[src/rtl/medidor_faixa_uc_if.sv]
// Handshake bundle between the range-meter control unit and its datapath:
// status flags travel to the control unit, control strobes travel back.
interface medidor_faixa_uc_if;
    logic pronto_medida;
    logic pronto_tx;
    logic is_ultimo_char;
    logic is_ultimo_char_a;
    logic fim_time;
    logic fim_3sec;

    logic zera;
    logic zera_char;
    logic zera_char_a;
    logic zera_time;
    logic mensurar;
    logic partida_tx;
    logic conta_prox_char;
    logic conta_prox_char_a;
    logic conta_time;
    logic registra_acertou;

    modport master (
        input  pronto_medida, pronto_tx, is_ultimo_char, is_ultimo_char_a, fim_time, fim_3sec,
        output zera, zera_char, zera_char_a, zera_time, mensurar, partida_tx,
               conta_prox_char, conta_prox_char_a, conta_time, registra_acertou
    );

    modport slave (
        output pronto_medida, pronto_tx, is_ultimo_char, is_ultimo_char_a, fim_time, fim_3sec,
        input  zera, zera_char, zera_char_a, zera_time, mensurar, partida_tx,
               conta_prox_char, conta_prox_char_a, conta_time, registra_acertou
    );
endinterface

[src/rtl/medidor_faixa_uc.sv]
// Moore control unit of the range meter: measurement, "CDU#" frame, interval and "AAA#" hit frame.
// Optional measurement watchdog enabled by defining MEDIDA_TIMEOUT_EN.
module medidor_faixa_uc #(
    parameter int TIMEOUT_M = 2_500_000,
    parameter int TIMEOUT_N = 22
) (
    input  logic               clock,
    input  logic               reset,
    input  logic               ligar,
    medidor_faixa_uc_if.master dp,
    output logic               pronto,
    output logic [3:0]         db_estado
);

    typedef enum logic [3:0] {
        INICIAL          = 4'h0,
        PREPARACAO       = 4'h1,
        MEDE             = 4'h2,
        AGUARDA_MEDIDA   = 4'h3,
        TRANSMITE        = 4'h4,
        ESPERA_TX        = 4'h5,
        PROXIMO_CHAR     = 4'h6,
        VERIFICA         = 4'h7,
        ESPERA_INTERVALO = 4'h8,
        REINICIA         = 4'h9,
        REGISTRA         = 4'hA,
        TRANSMITE_A      = 4'hB,
        ESPERA_TX_A      = 4'hC,
        PROXIMO_CHAR_A   = 4'hD,
        FIM              = 4'hE
    } estado_t;

    typedef struct packed {
        logic zera;
        logic zera_char;
        logic zera_char_a;
        logic zera_time;
        logic mensurar;
        logic partida_tx;
        logic conta_prox_char;
        logic conta_prox_char_a;
        logic conta_time;
        logic registra_acertou;
        logic pronto;
    } saidas_t;

    estado_t estado_r;
    estado_t estado_next_s;
    saidas_t saidas_r;
    logic    timeout_s;

    // Strobes are decoded from the state they belong to; registering the decode
    // of the next state keeps them aligned with that state and glitch-free.
    function automatic saidas_t decode_saidas(input estado_t estado);
        saidas_t s;
        s = '{default: 1'b0};
        case (estado)
            PREPARACAO: begin
                s.zera        = 1'b1;
                s.zera_char   = 1'b1;
                s.zera_char_a = 1'b1;
                s.zera_time   = 1'b1;
            end
            MEDE:             s.mensurar          = 1'b1;
            TRANSMITE:        s.partida_tx        = 1'b1;
            PROXIMO_CHAR:     s.conta_prox_char   = 1'b1;
            VERIFICA:         s.zera_time         = 1'b1;
            ESPERA_INTERVALO: s.conta_time        = 1'b1;
            REINICIA: begin
                s.zera_char = 1'b1;
                s.zera_time = 1'b1;
            end
            REGISTRA: begin
                s.registra_acertou = 1'b1;
                s.zera_char_a      = 1'b1;
            end
            TRANSMITE_A:      s.partida_tx        = 1'b1;
            PROXIMO_CHAR_A:   s.conta_prox_char_a = 1'b1;
            FIM:              s.pronto            = 1'b1;
            default:          s = '{default: 1'b0};
        endcase
        return s;
    endfunction

`ifdef MEDIDA_TIMEOUT_EN
    localparam logic [TIMEOUT_N-1:0] LIMITE = TIMEOUT_N'(TIMEOUT_M - 1);
    logic [TIMEOUT_N-1:0] timeout_cnt_r;

    // Watchdog: cleared on each request, counts while waiting for the echo.
    always_ff @(posedge clock or negedge reset) begin
        if (!reset) begin
            timeout_cnt_r <= '0;
        end else if (estado_r == MEDE) begin
            timeout_cnt_r <= '0;
        end else if (estado_r == AGUARDA_MEDIDA) begin
            timeout_cnt_r <= timeout_cnt_r + TIMEOUT_N'(1);
        end else begin
            timeout_cnt_r <= timeout_cnt_r;
        end
    end

    assign timeout_s = (estado_r == AGUARDA_MEDIDA) && (timeout_cnt_r == LIMITE);
`else
    logic unused_timeout_cfg_s;
    assign unused_timeout_cfg_s = ^{TIMEOUT_M, TIMEOUT_N};
    assign timeout_s            = 1'b0;
`endif

    // Next-state logic; frames are never cut short, so ligar is only honoured in wait states.
    always_comb begin
        estado_next_s = estado_r;
        case (estado_r)
            INICIAL:          if (ligar) estado_next_s = PREPARACAO; else estado_next_s = INICIAL;
            PREPARACAO:       estado_next_s = MEDE;
            MEDE:             estado_next_s = AGUARDA_MEDIDA;
            AGUARDA_MEDIDA: begin
                if (dp.pronto_medida) estado_next_s = TRANSMITE;
                else if (timeout_s)   estado_next_s = PREPARACAO;
                else if (!ligar)      estado_next_s = INICIAL;
                else                  estado_next_s = AGUARDA_MEDIDA;
            end
            TRANSMITE:        estado_next_s = ESPERA_TX;
            ESPERA_TX: begin
                if (!dp.pronto_tx)         estado_next_s = ESPERA_TX;
                else if (dp.is_ultimo_char) estado_next_s = VERIFICA;
                else                        estado_next_s = PROXIMO_CHAR;
            end
            PROXIMO_CHAR:     estado_next_s = TRANSMITE;
            VERIFICA:         if (dp.fim_3sec) estado_next_s = REGISTRA; else estado_next_s = ESPERA_INTERVALO;
            ESPERA_INTERVALO: begin
                if (dp.fim_time) estado_next_s = REINICIA;
                else if (!ligar) estado_next_s = INICIAL;
                else             estado_next_s = ESPERA_INTERVALO;
            end
            REINICIA:         estado_next_s = MEDE;
            REGISTRA:         estado_next_s = TRANSMITE_A;
            TRANSMITE_A:      estado_next_s = ESPERA_TX_A;
            ESPERA_TX_A: begin
                if (!dp.pronto_tx)           estado_next_s = ESPERA_TX_A;
                else if (dp.is_ultimo_char_a) estado_next_s = FIM;
                else                          estado_next_s = PROXIMO_CHAR_A;
            end
            PROXIMO_CHAR_A:   estado_next_s = TRANSMITE_A;
            FIM:              if (ligar) estado_next_s = FIM; else estado_next_s = INICIAL;
            default:          estado_next_s = INICIAL;
        endcase
    end

    // State register and registered output strobes.
    always_ff @(posedge clock or negedge reset) begin
        if (!reset) begin
            estado_r <= INICIAL;
            saidas_r <= '{default: 1'b0};
        end else begin
            estado_r <= estado_next_s;
            saidas_r <= decode_saidas(estado_next_s);
        end
    end

    assign dp.zera              = saidas_r.zera;
    assign dp.zera_char         = saidas_r.zera_char;
    assign dp.zera_char_a       = saidas_r.zera_char_a;
    assign dp.zera_time         = saidas_r.zera_time;
    assign dp.mensurar          = saidas_r.mensurar;
    assign dp.partida_tx        = saidas_r.partida_tx;
    assign dp.conta_prox_char   = saidas_r.conta_prox_char;
    assign dp.conta_prox_char_a = saidas_r.conta_prox_char_a;
    assign dp.conta_time        = saidas_r.conta_time;
    assign dp.registra_acertou  = saidas_r.registra_acertou;
    assign pronto               = saidas_r.pronto;
    assign db_estado            = estado_r;

endmodule

[src/flat_wrapper.sv]
// flat-port wrapper written by rule: the top's interface ports become plain ports
module medidor_faixa_uc_flat 
#(
    parameter int TIMEOUT_M = 2_500_000,
    parameter int TIMEOUT_N = 22
)
  (clock, reset, ligar, pronto, db_estado, dp_pronto_medida, dp_pronto_tx, dp_is_ultimo_char, dp_is_ultimo_char_a, dp_fim_time, dp_fim_3sec, dp_zera, dp_zera_char, dp_zera_char_a, dp_zera_time, dp_mensurar, dp_partida_tx, dp_conta_prox_char, dp_conta_prox_char_a, dp_conta_time, dp_registra_acertou);
  medidor_faixa_uc_if dp_i ();
  input  logic clock;
  input  logic reset;
  input  logic ligar;
  output logic pronto;
  output logic [3:0] db_estado;
  input wire logic [$bits(dp_i.pronto_medida)-1:0] dp_pronto_medida;
  input wire logic [$bits(dp_i.pronto_tx)-1:0] dp_pronto_tx;
  input wire logic [$bits(dp_i.is_ultimo_char)-1:0] dp_is_ultimo_char;
  input wire logic [$bits(dp_i.is_ultimo_char_a)-1:0] dp_is_ultimo_char_a;
  input wire logic [$bits(dp_i.fim_time)-1:0] dp_fim_time;
  input wire logic [$bits(dp_i.fim_3sec)-1:0] dp_fim_3sec;
  output wire logic [$bits(dp_i.zera)-1:0] dp_zera;
  output wire logic [$bits(dp_i.zera_char)-1:0] dp_zera_char;
  output wire logic [$bits(dp_i.zera_char_a)-1:0] dp_zera_char_a;
  output wire logic [$bits(dp_i.zera_time)-1:0] dp_zera_time;
  output wire logic [$bits(dp_i.mensurar)-1:0] dp_mensurar;
  output wire logic [$bits(dp_i.partida_tx)-1:0] dp_partida_tx;
  output wire logic [$bits(dp_i.conta_prox_char)-1:0] dp_conta_prox_char;
  output wire logic [$bits(dp_i.conta_prox_char_a)-1:0] dp_conta_prox_char_a;
  output wire logic [$bits(dp_i.conta_time)-1:0] dp_conta_time;
  output wire logic [$bits(dp_i.registra_acertou)-1:0] dp_registra_acertou;
  assign dp_i.pronto_medida = dp_pronto_medida;
  assign dp_i.pronto_tx = dp_pronto_tx;
  assign dp_i.is_ultimo_char = dp_is_ultimo_char;
  assign dp_i.is_ultimo_char_a = dp_is_ultimo_char_a;
  assign dp_i.fim_time = dp_fim_time;
  assign dp_i.fim_3sec = dp_fim_3sec;
  assign dp_zera = dp_i.zera;
  assign dp_zera_char = dp_i.zera_char;
  assign dp_zera_char_a = dp_i.zera_char_a;
  assign dp_zera_time = dp_i.zera_time;
  assign dp_mensurar = dp_i.mensurar;
  assign dp_partida_tx = dp_i.partida_tx;
  assign dp_conta_prox_char = dp_i.conta_prox_char;
  assign dp_conta_prox_char_a = dp_i.conta_prox_char_a;
  assign dp_conta_time = dp_i.conta_time;
  assign dp_registra_acertou = dp_i.registra_acertou;
  medidor_faixa_uc #(.TIMEOUT_M(TIMEOUT_M), .TIMEOUT_N(TIMEOUT_N)) u_core (.clock(clock), .reset(reset), .ligar(ligar), .dp(dp_i), .pronto(pronto), .db_estado(db_estado));
endmodule
[config.mk]
export PLATFORM = sky130hd
export DESIGN_NAME = medidor_faixa_uc_flat
export DESIGN_NICKNAME = d
export VERILOG_FILES = /design/src/rtl/medidor_faixa_uc_if.sv /design/src/rtl/medidor_faixa_uc.sv /design/src/flat_wrapper.sv
export SDC_FILE = /design/constraint.sdc
export NUM_CORES = 1
export LEC_CHECK = 0
export ABC_CLOCK_PERIOD_IN_PS = 2150
export BUFFER_PORTS_ARGS = -buffer_cell sky130_fd_sc_hd__buf_4
export CORE_ASPECT_RATIO = 0.7
export CORE_MARGIN = 2
export CORE_UTILIZATION = 30
export CTS_CLUSTER_DIAMETER = 60
export CTS_CLUSTER_SIZE = 28
export DETAILED_ROUTE_END_ITERATION = 16
export SKIP_CTS_REPAIR_TIMING = 1
export SYNTH_ARGS = -nofsm -noshare
export SYNTH_HDL_FRONTEND = slang
export SYNTH_SLANG_ARGS = --single-unit
[constraint.sdc]
create_clock -name clock -period 2.15 [get_ports clock]
set_input_delay 0 -clock clock [delete_from_list [all_inputs] [get_ports clock]]
set_output_delay 0 -clock clock [all_outputs]
set_load 0.05 [all_outputs]
==> results of run 1 <==
[path summary, 6_finish.rpt]
kind | end | slack [ps] | startpoint
setup / recovery | u_core.dp.conta_time$_DFF_PN0_ | 220 | u_core.db_estado[3]$_DFF_PN0_
hold / removal | u_core.dp.registra_acertou$_DFF_PN0_ | 10 | dp_fim_3sec
hold reg to reg | u_core.dp.zera$_DFF_PN0_ | 660 | u_core.db_estado[2]$_DFF_PN0_
setup reg to reg | u_core.dp.conta_time$_DFF_PN0_ | 220 | u_core.db_estado[3]$_DFF_PN0_
max in group asynchronous | u_core.dp.conta_prox_char_a$_DFF_PN0_ | 1890 | reset
min in group asynchronous | u_core.dp.conta_time$_DFF_PN0_ | 80 | reset
[power by group through the flow]
stage	Clock [mW]	Sequential (mW)	Combinational, mW
floorplan	0	0.759	0.437
global placement	0	0.503	0.986
detailed placement	0	0.504	0.987
CTS	0.175	0.499	0.992
global route	0.186	0.520	1.09
finish	0.170	0.501	1.02
[kinds of logic (layout without fill, tap and decap cells)]
group	count (synthesis)	count (layout)	share of synthesized area (%)
AOI/OAI and AO/OA	20	20	19.2
xor gates and xnor gates	1	1	1.18
buffers and inverters	9	39	4.55
DFF	15	15	50.6
muxes	1	1	1.35
and+or+nand+nor	28	28	23.1
[critical path: cells and delay by family, from the launching register on]
| kind | cells | cell delay [ps] |
|---|---|---|
| buffers and inverters | 1 | 90 |
| flip-flops | 1 | 630 |
| AND/OR/NAND/NOR | 2 | 390 |
| AO/OA/AOI/OAI | 2 | 730 |
[flip-flops by register name, indices dropped and copies added (netlist names)]
register / flops
u_core.dp.conta_prox_char: 1
u_core.pronto: 1
u_core.dp.zera_char: 1
u_core.dp.partida_tx: 1
u_core.dp.zera_char_a: 1
u_core.db_estado: 4
u_core.dp.conta_time: 1
u_core.dp.zera_time: 1
u_core.dp.mensurar: 1
u_core.dp.zera: 1
u_core.dp.conta_prox_char_a: 1
u_core.dp.registra_acertou: 1
[per-layer routing]
| layer | up-vias | global-route usage (%) |
|---|---|---|
| li1 | 337 | - |
| met1 | 318 | 18.6 |
| met2 | 38 | 18.9 |
| met3 | 4 | 7.18 |
| met4 | 0 | 7.83 |
| met5 | - | 0 |
[synthesized netlist by cell type]
library cell and n:
a2111oi_1 1, a21o_1 2, a21oi_1 3, a222oi_1 1, a311o_1 1, a311oi_1 1
a31oi_1 2, a32o_1 2, and4_1 1, clkbuf_1 4, dfrtp_1 15, inv_1 3
inv_2 2, mux2i_1 1, nand2_1 6, nand2b_1 3, nand3_1 1, nand3b_1 1
nand4b_1 1, nor2_1 3, nor2b_1 3, nor3_1 3, nor4_1 1, nor4b_1 1
nor4b_2 1, nor4bb_1 1, o211a_1 1, o21ai_0 4, o21ai_1 1, o22ai_1 1
or2_1 1, or3b_1 1, xnor2_1 1
[final cells by class]
cell class              count  area share (%)
clock inverters             1           0.486
clock buffers               3            2.19
well taps                  34            4.13
inverters                   5            1.82
repair buffers             30            22.6
multi-input cells          50            32.3
flip-flops and latches     15            36.5
==> results.toml, run 1 <==
[setup_path]
critPathSlowestCell = "dfrtp_1"
worst-endpoint-arrival_ps = 2140
reg2reg_depth = 5
crit_required_ps = 2360
startpoint_type = "flop"
crit_path_cell_trace = "nor4b_1, a311o_1, a222oi_1, inv_2, nor4b_2"
path_max_fanout = 16
cp-end-kind = "flop"
path_class = "reg2reg"
max_stage_delay_ps = 630

[timing]
fmax_mhz = 519
setup_viol = 0
fin_worst_skew_ps = 8.47
drv_slew = 0
max_slew_margin_pct = 65.9
tightest_slew_ps = 512
fin_ws_ps = 222
hold_slack_ps = 12.0
finalSetupTns_ps = 0
finalCritPeriodShare_pct = 89.7
rsz0062_at_grt = "false"
fin_crit_ps = 1930
hold_violations = 0

[floorplanning]
die_w_um = 63.4
dieHeight_um = 45.6
ioPinCount = 24
start_util_pct = 30.9
dieArea_um2 = 2890
design.core.area_um2 = 2400
fp-row-count = 15

[cells_and_area]
layout.nets = 114
area_growth_pct = 38.8
fillCellCount = 249
final_cell_mix = "27 x buf_4, 15 x dfrtp_1, 6 x nand2_1"
drive_gt1_share_pct = 32.7
n_antenna_cell = 0
multiInputGateArea_um2 = 333
post-route-util_pct = 42.9
mostFrequentLayoutCell = "buf_4"
fin_cells = 138
regArea_um2 = 375
final_cell_area_um2 = 1030

[power_and_ir_drop]
p_sw_uw = 885
irDropWorstVdd_v = 0.000581
total_power_mw = 1.69
p_leak_nw = 0.510
power.internal_uw = 806
swShare_pct = 52.3
power_frac_comb_pct = 60.3
p_seq_share_pct = 29.6
pwr-share-clk_pct = 10.1
power_per_cell_area_nw_per_um2 = 1640

[place]
io_buffer_count = 23
hpwl_mm = 1.33
dp_slack_ps = 35.9
dp.cells = 130
postPlaceCellArea_um2 = 965
routabilityCongestion = 0.813

[detailed_routing]
wl_met3_um = 212
drtPass1Iterations = 5
highest_layer = "met4"
met2_length_um = 763
via_count = 697
wl_per_cell_um = 13.9
drtIter0Drc = 17
via_per_inst = 5.05
totalWireLength_mm = 1.92
drc = 0
met1Wirelength_um = 903
postRouteAntennaNets = 0

[worst_hold_path]
hold_depth = 2
min_path_type = "in2reg"

[logic_synthesis]
synth_cell_types = 33
yosysSeqAreaShare_pct = 50.6
synth_area_um2 = 742
yosysWarnings = 0
ys_ff_latch = 15
synth_top_area_share_pct = 50.6
synthCells = 74
yosysTopAreaCell = "dfrtp_1"
avgSynthCellArea_um2 = 10.0
synth.area.top_cells = "dfrtp_1 51%, nand2_1 3.0%, a32o_1 2.7%"
syn_nets = 83

[global_routing]
antenna_found_initial = 0
grt_max_degree = 18
grt_pass1_vias = 620
grt_pass1_wl_mm = 3.00
overflow = 0
grtUsageTotal_pct = 14.2

[clock_tree]
cts-buffers-inserted = 3
clkTransAtPathRegs_ps = 100
clock_sinks = 15
clk_latency_ps = 300
root_buffer = "clkbuf_4"
ctsLongestPathBuffers = 2
htreeDepth = 1
cts_tree = "done"

[run_status]
status = "complete, no violations"

[flow_run]
drv_cap = 0
Power figures use the tool's default switching activity.
==> run 2, diff against run 1 <==
--- a/config.mk
+++ b/config.mk
@@ -5,6 +5,7 @@
 export SDC_FILE = /design/constraint.sdc
 export NUM_CORES = 1
 export LEC_CHECK = 0
+export ABC_AREA = 1
 export ABC_CLOCK_PERIOD_IN_PS = 2150
 export BUFFER_PORTS_ARGS = -buffer_cell sky130_fd_sc_hd__buf_4
 export CORE_ASPECT_RATIO = 0.7
==> run 2 against run 1 <==
Effect of this change: sequential power is 10% lower; critical path depth grew 1; cell area grew 4.4%; flip-flop and latch count unchanged; sequential share of layout area fell by 1.5 points; global-route usage rose by 0.59 points; total power decreased by 2.2%; first-iteration DRC count increased to 4.5 times the previous value; largest cell class unchanged; largest power group unchanged.
==> results.toml, run 2 <==
[setup_path]
path_class = "reg2reg"
worst-endpoint-arrival_ps = 1650
worst_path_dominant_cell_family = "compound AO/OA/AOI/OAI gates"
crit_path_cell_trace = "nand2_1, inv_1, o21ai_0, nor2_2, nand2_1, nor2_1"
cp-end-kind = "flop"
critPathSlowestCell = "o21ai_0"
max_stage_delay_ps = 510
startpoint_type = "flop"
path_common_cell = "nand2_1"
crit_buf_inv = 1
path_max_fanout = 7
crit_required_ps = 2290

[logic_synthesis]
yosysWarnings = 0
synth_edf_count = 0
synthArstFlopShare_pct = 100
synthCells = 117
yosysTopAreaCell = "dfrtp_1"
synth_flop_cell = "dfrtp_1"
yosys-top-cells-count = "35 x nand2_1, 23 x inv_1, 22 x nor2_1, 15 x dfrtp_1, 11 x nand3_1"
synth_area_um2 = 803
synth_top_area_share_pct = 46.7
ys_ff_latch = 15
syn_nets = 126
yosysMostFrequentCell = "nand2_1"
avgSynthCellArea_um2 = 6.87
synth_cell_types = 12
synth.area.top_cells = "dfrtp_1 47%, nand2_1 16%, inv_1 11%"
yosysSeqAreaShare_pct = 46.7

[global_routing]
grtUsageTotal_pct = 14.8
overflow = 0
grt_max_degree = 16
antenna_found_initial = 0
grt_pass1_vias = 724
grt_pass1_wl_mm = 3.24

[power_and_ir_drop]
power_per_cell_area_nw_per_um2 = 1540
power.internal_uw = 776
p_sw_uw = 878
power_frac_comb_pct = 59.2
p_leak_nw = 0.675
swShare_pct = 53.1
irDropWorstVdd_v = 0.000517
pwr-share-clk_pct = 13.5
p_seq_share_pct = 27.3

[cells_and_area]
area_growth_pct = 33.8
post-route-util_pct = 43.1
fillCellCount = 266
n_antenna_cell = 0
final_cell_mix = "35 x nand2_1, 23 x inv_1, 23 x buf_4"
mostFrequentLayoutCell = "nand2_1"
drive_gt1_share_pct = 22.8
fin_cells = 179
layout.nets = 155
largest_reg_flops = 4

[timing]
fin_worst_skew_ps = 2.19
finalSetupTns_ps = 0
finalCritPeriodShare_pct = 70.0
drv_slew = 0
fmax_mhz = 665
max_slew_margin_pct = 59.3
fin_crit_ps = 1500
setup_viol = 0
tightest_slew_ps = 604
rsz0062_at_grt = "false"
hold_violations = 0

[floorplanning]
design.core.area_um2 = 2500
die_w_um = 65.8
ioPinCount = 24
dieHeight_um = 47.3
fp-row-count = 15
dieArea_um2 = 3110
start_util_pct = 32.2

[detailed_routing]
wl_per_cell_um = 11.3
drtIter0Drc = 76
drc = 0
postRouteAntennaNets = 0
via_per_inst = 4.38
totalWireLength_mm = 2.02
drtPass1Iterations = 4
via_count = 784

[clock_tree]
ctsLongestPathBuffers = 2
root_buffer = "clkbuf_8"
clock_sinks = 15
cts-buffers-inserted = 3
clk_latency_ps = 250
clkTransAtPathRegs_ps = 60
htreeDepth = 1
cts_tree = "done"

[place]
io_buffer_count = 23
routabilityCongestion = 0.924
dp.cells = 174
hpwl_mm = 1.60

[run_status]
status = "complete, no violations"

[flow_run]
drv_cap = 0

[worst_hold_path]
min_path_type = "in2reg"
-- run 2: cell count changes after synthesis, moves of 4 or more --
| cell | delta |
|---|---|
| nand2_1 | +29 |
| inv_1 | +20 |
| nor2_1 | +19 |
| nand3_1 | +10 |
| clkbuf_1 | -4 |
-- run 2: kinds of logic after synthesis --
group,count (synthesis),synth area share [%]
simple gates,75,40.0
flops,15,46.7
buf+inv,23,10.7
compound gates,4,2.49
-- run 2: path summary, 6_finish.rpt --
path                       depth (start not counted)                             end  slack, ps                     startpoint
min in group asynchronous                          2    u_core.dp.mensurar$_DFF_PN0_        150                          reset
setup / recovery                                   6  u_core.dp.conta_time$_DFF_PN0_        650  u_core.db_estado[1]$_DFF_PN0_
max in group asynchronous                          2   u_core.dp.zera_time$_DFF_PN0_       1830                          reset
setup reg to reg                                   6  u_core.dp.conta_time$_DFF_PN0_        650  u_core.db_estado[1]$_DFF_PN0_
hold reg to reg                                    3    u_core.dp.mensurar$_DFF_PN0_        700  u_core.db_estado[2]$_DFF_PN0_
hold / removal                                     3   u_core.dp.zera_char$_DFF_PN0_         50                    dp_fim_time
-- run 2: through the flow --
step | instance area (um^2) | power (mW) | hold WS (ps) | setup WS [ps]
after floorplan | 803 | 1.15 | -296 | 626
after global placement | 1020 | 1.44 | -134 | 644
after detailed placement | 1020 | 1.43 | -134 | 679
after CTS | 1060 | 1.66 | -400 | 640
after global routing | 1070 | 1.78 | 72.4 | 561
final | 1070 | 1.65 | 46.7 | 646
-- run 2: layout make-up --
type                            instances  area [um^2]  area share, %
Inverter                               23         86.3           8.03
Multi-Input combinational cell         79          342           31.8
Sequential cell                        15          375           34.9
Clock buffer                            3         41.3           3.84
Clock inverter                          1         5.00          0.466
Timing Repair Buffer                   24          183           17.0
Tap cell                               34         42.5           3.96
-- run 2: metal layers --
layer	part of all wire (%)	vias up	global-route usage, %
met3	9.2	4	5.52
met1	48	347	19.8
met4	1.3	0	6.25
met5	0	-	0
li1	-	404	-
met2	42	29	21.8
-- run 2: worst register-to-register path: cells and delay by family, from the launching register on --
| kind | cells | cell delay, ps |
|---|---|---|
| compound gates | 1 | 510 |
| flops | 1 | 470 |
| simple gates | 4 | 340 |
| buf+inv | 1 | 80 |
-- run 2: power by group through the flow --
stage	Clock, mW	Combinational [mW]	Sequential (mW)
floorplan	0	0.418	0.734
global placement	0	0.988	0.448
detailed placement	0	0.976	0.452
CTS	0.229	0.984	0.448
global route	0.247	1.07	0.460
finish	0.224	0.979	0.451
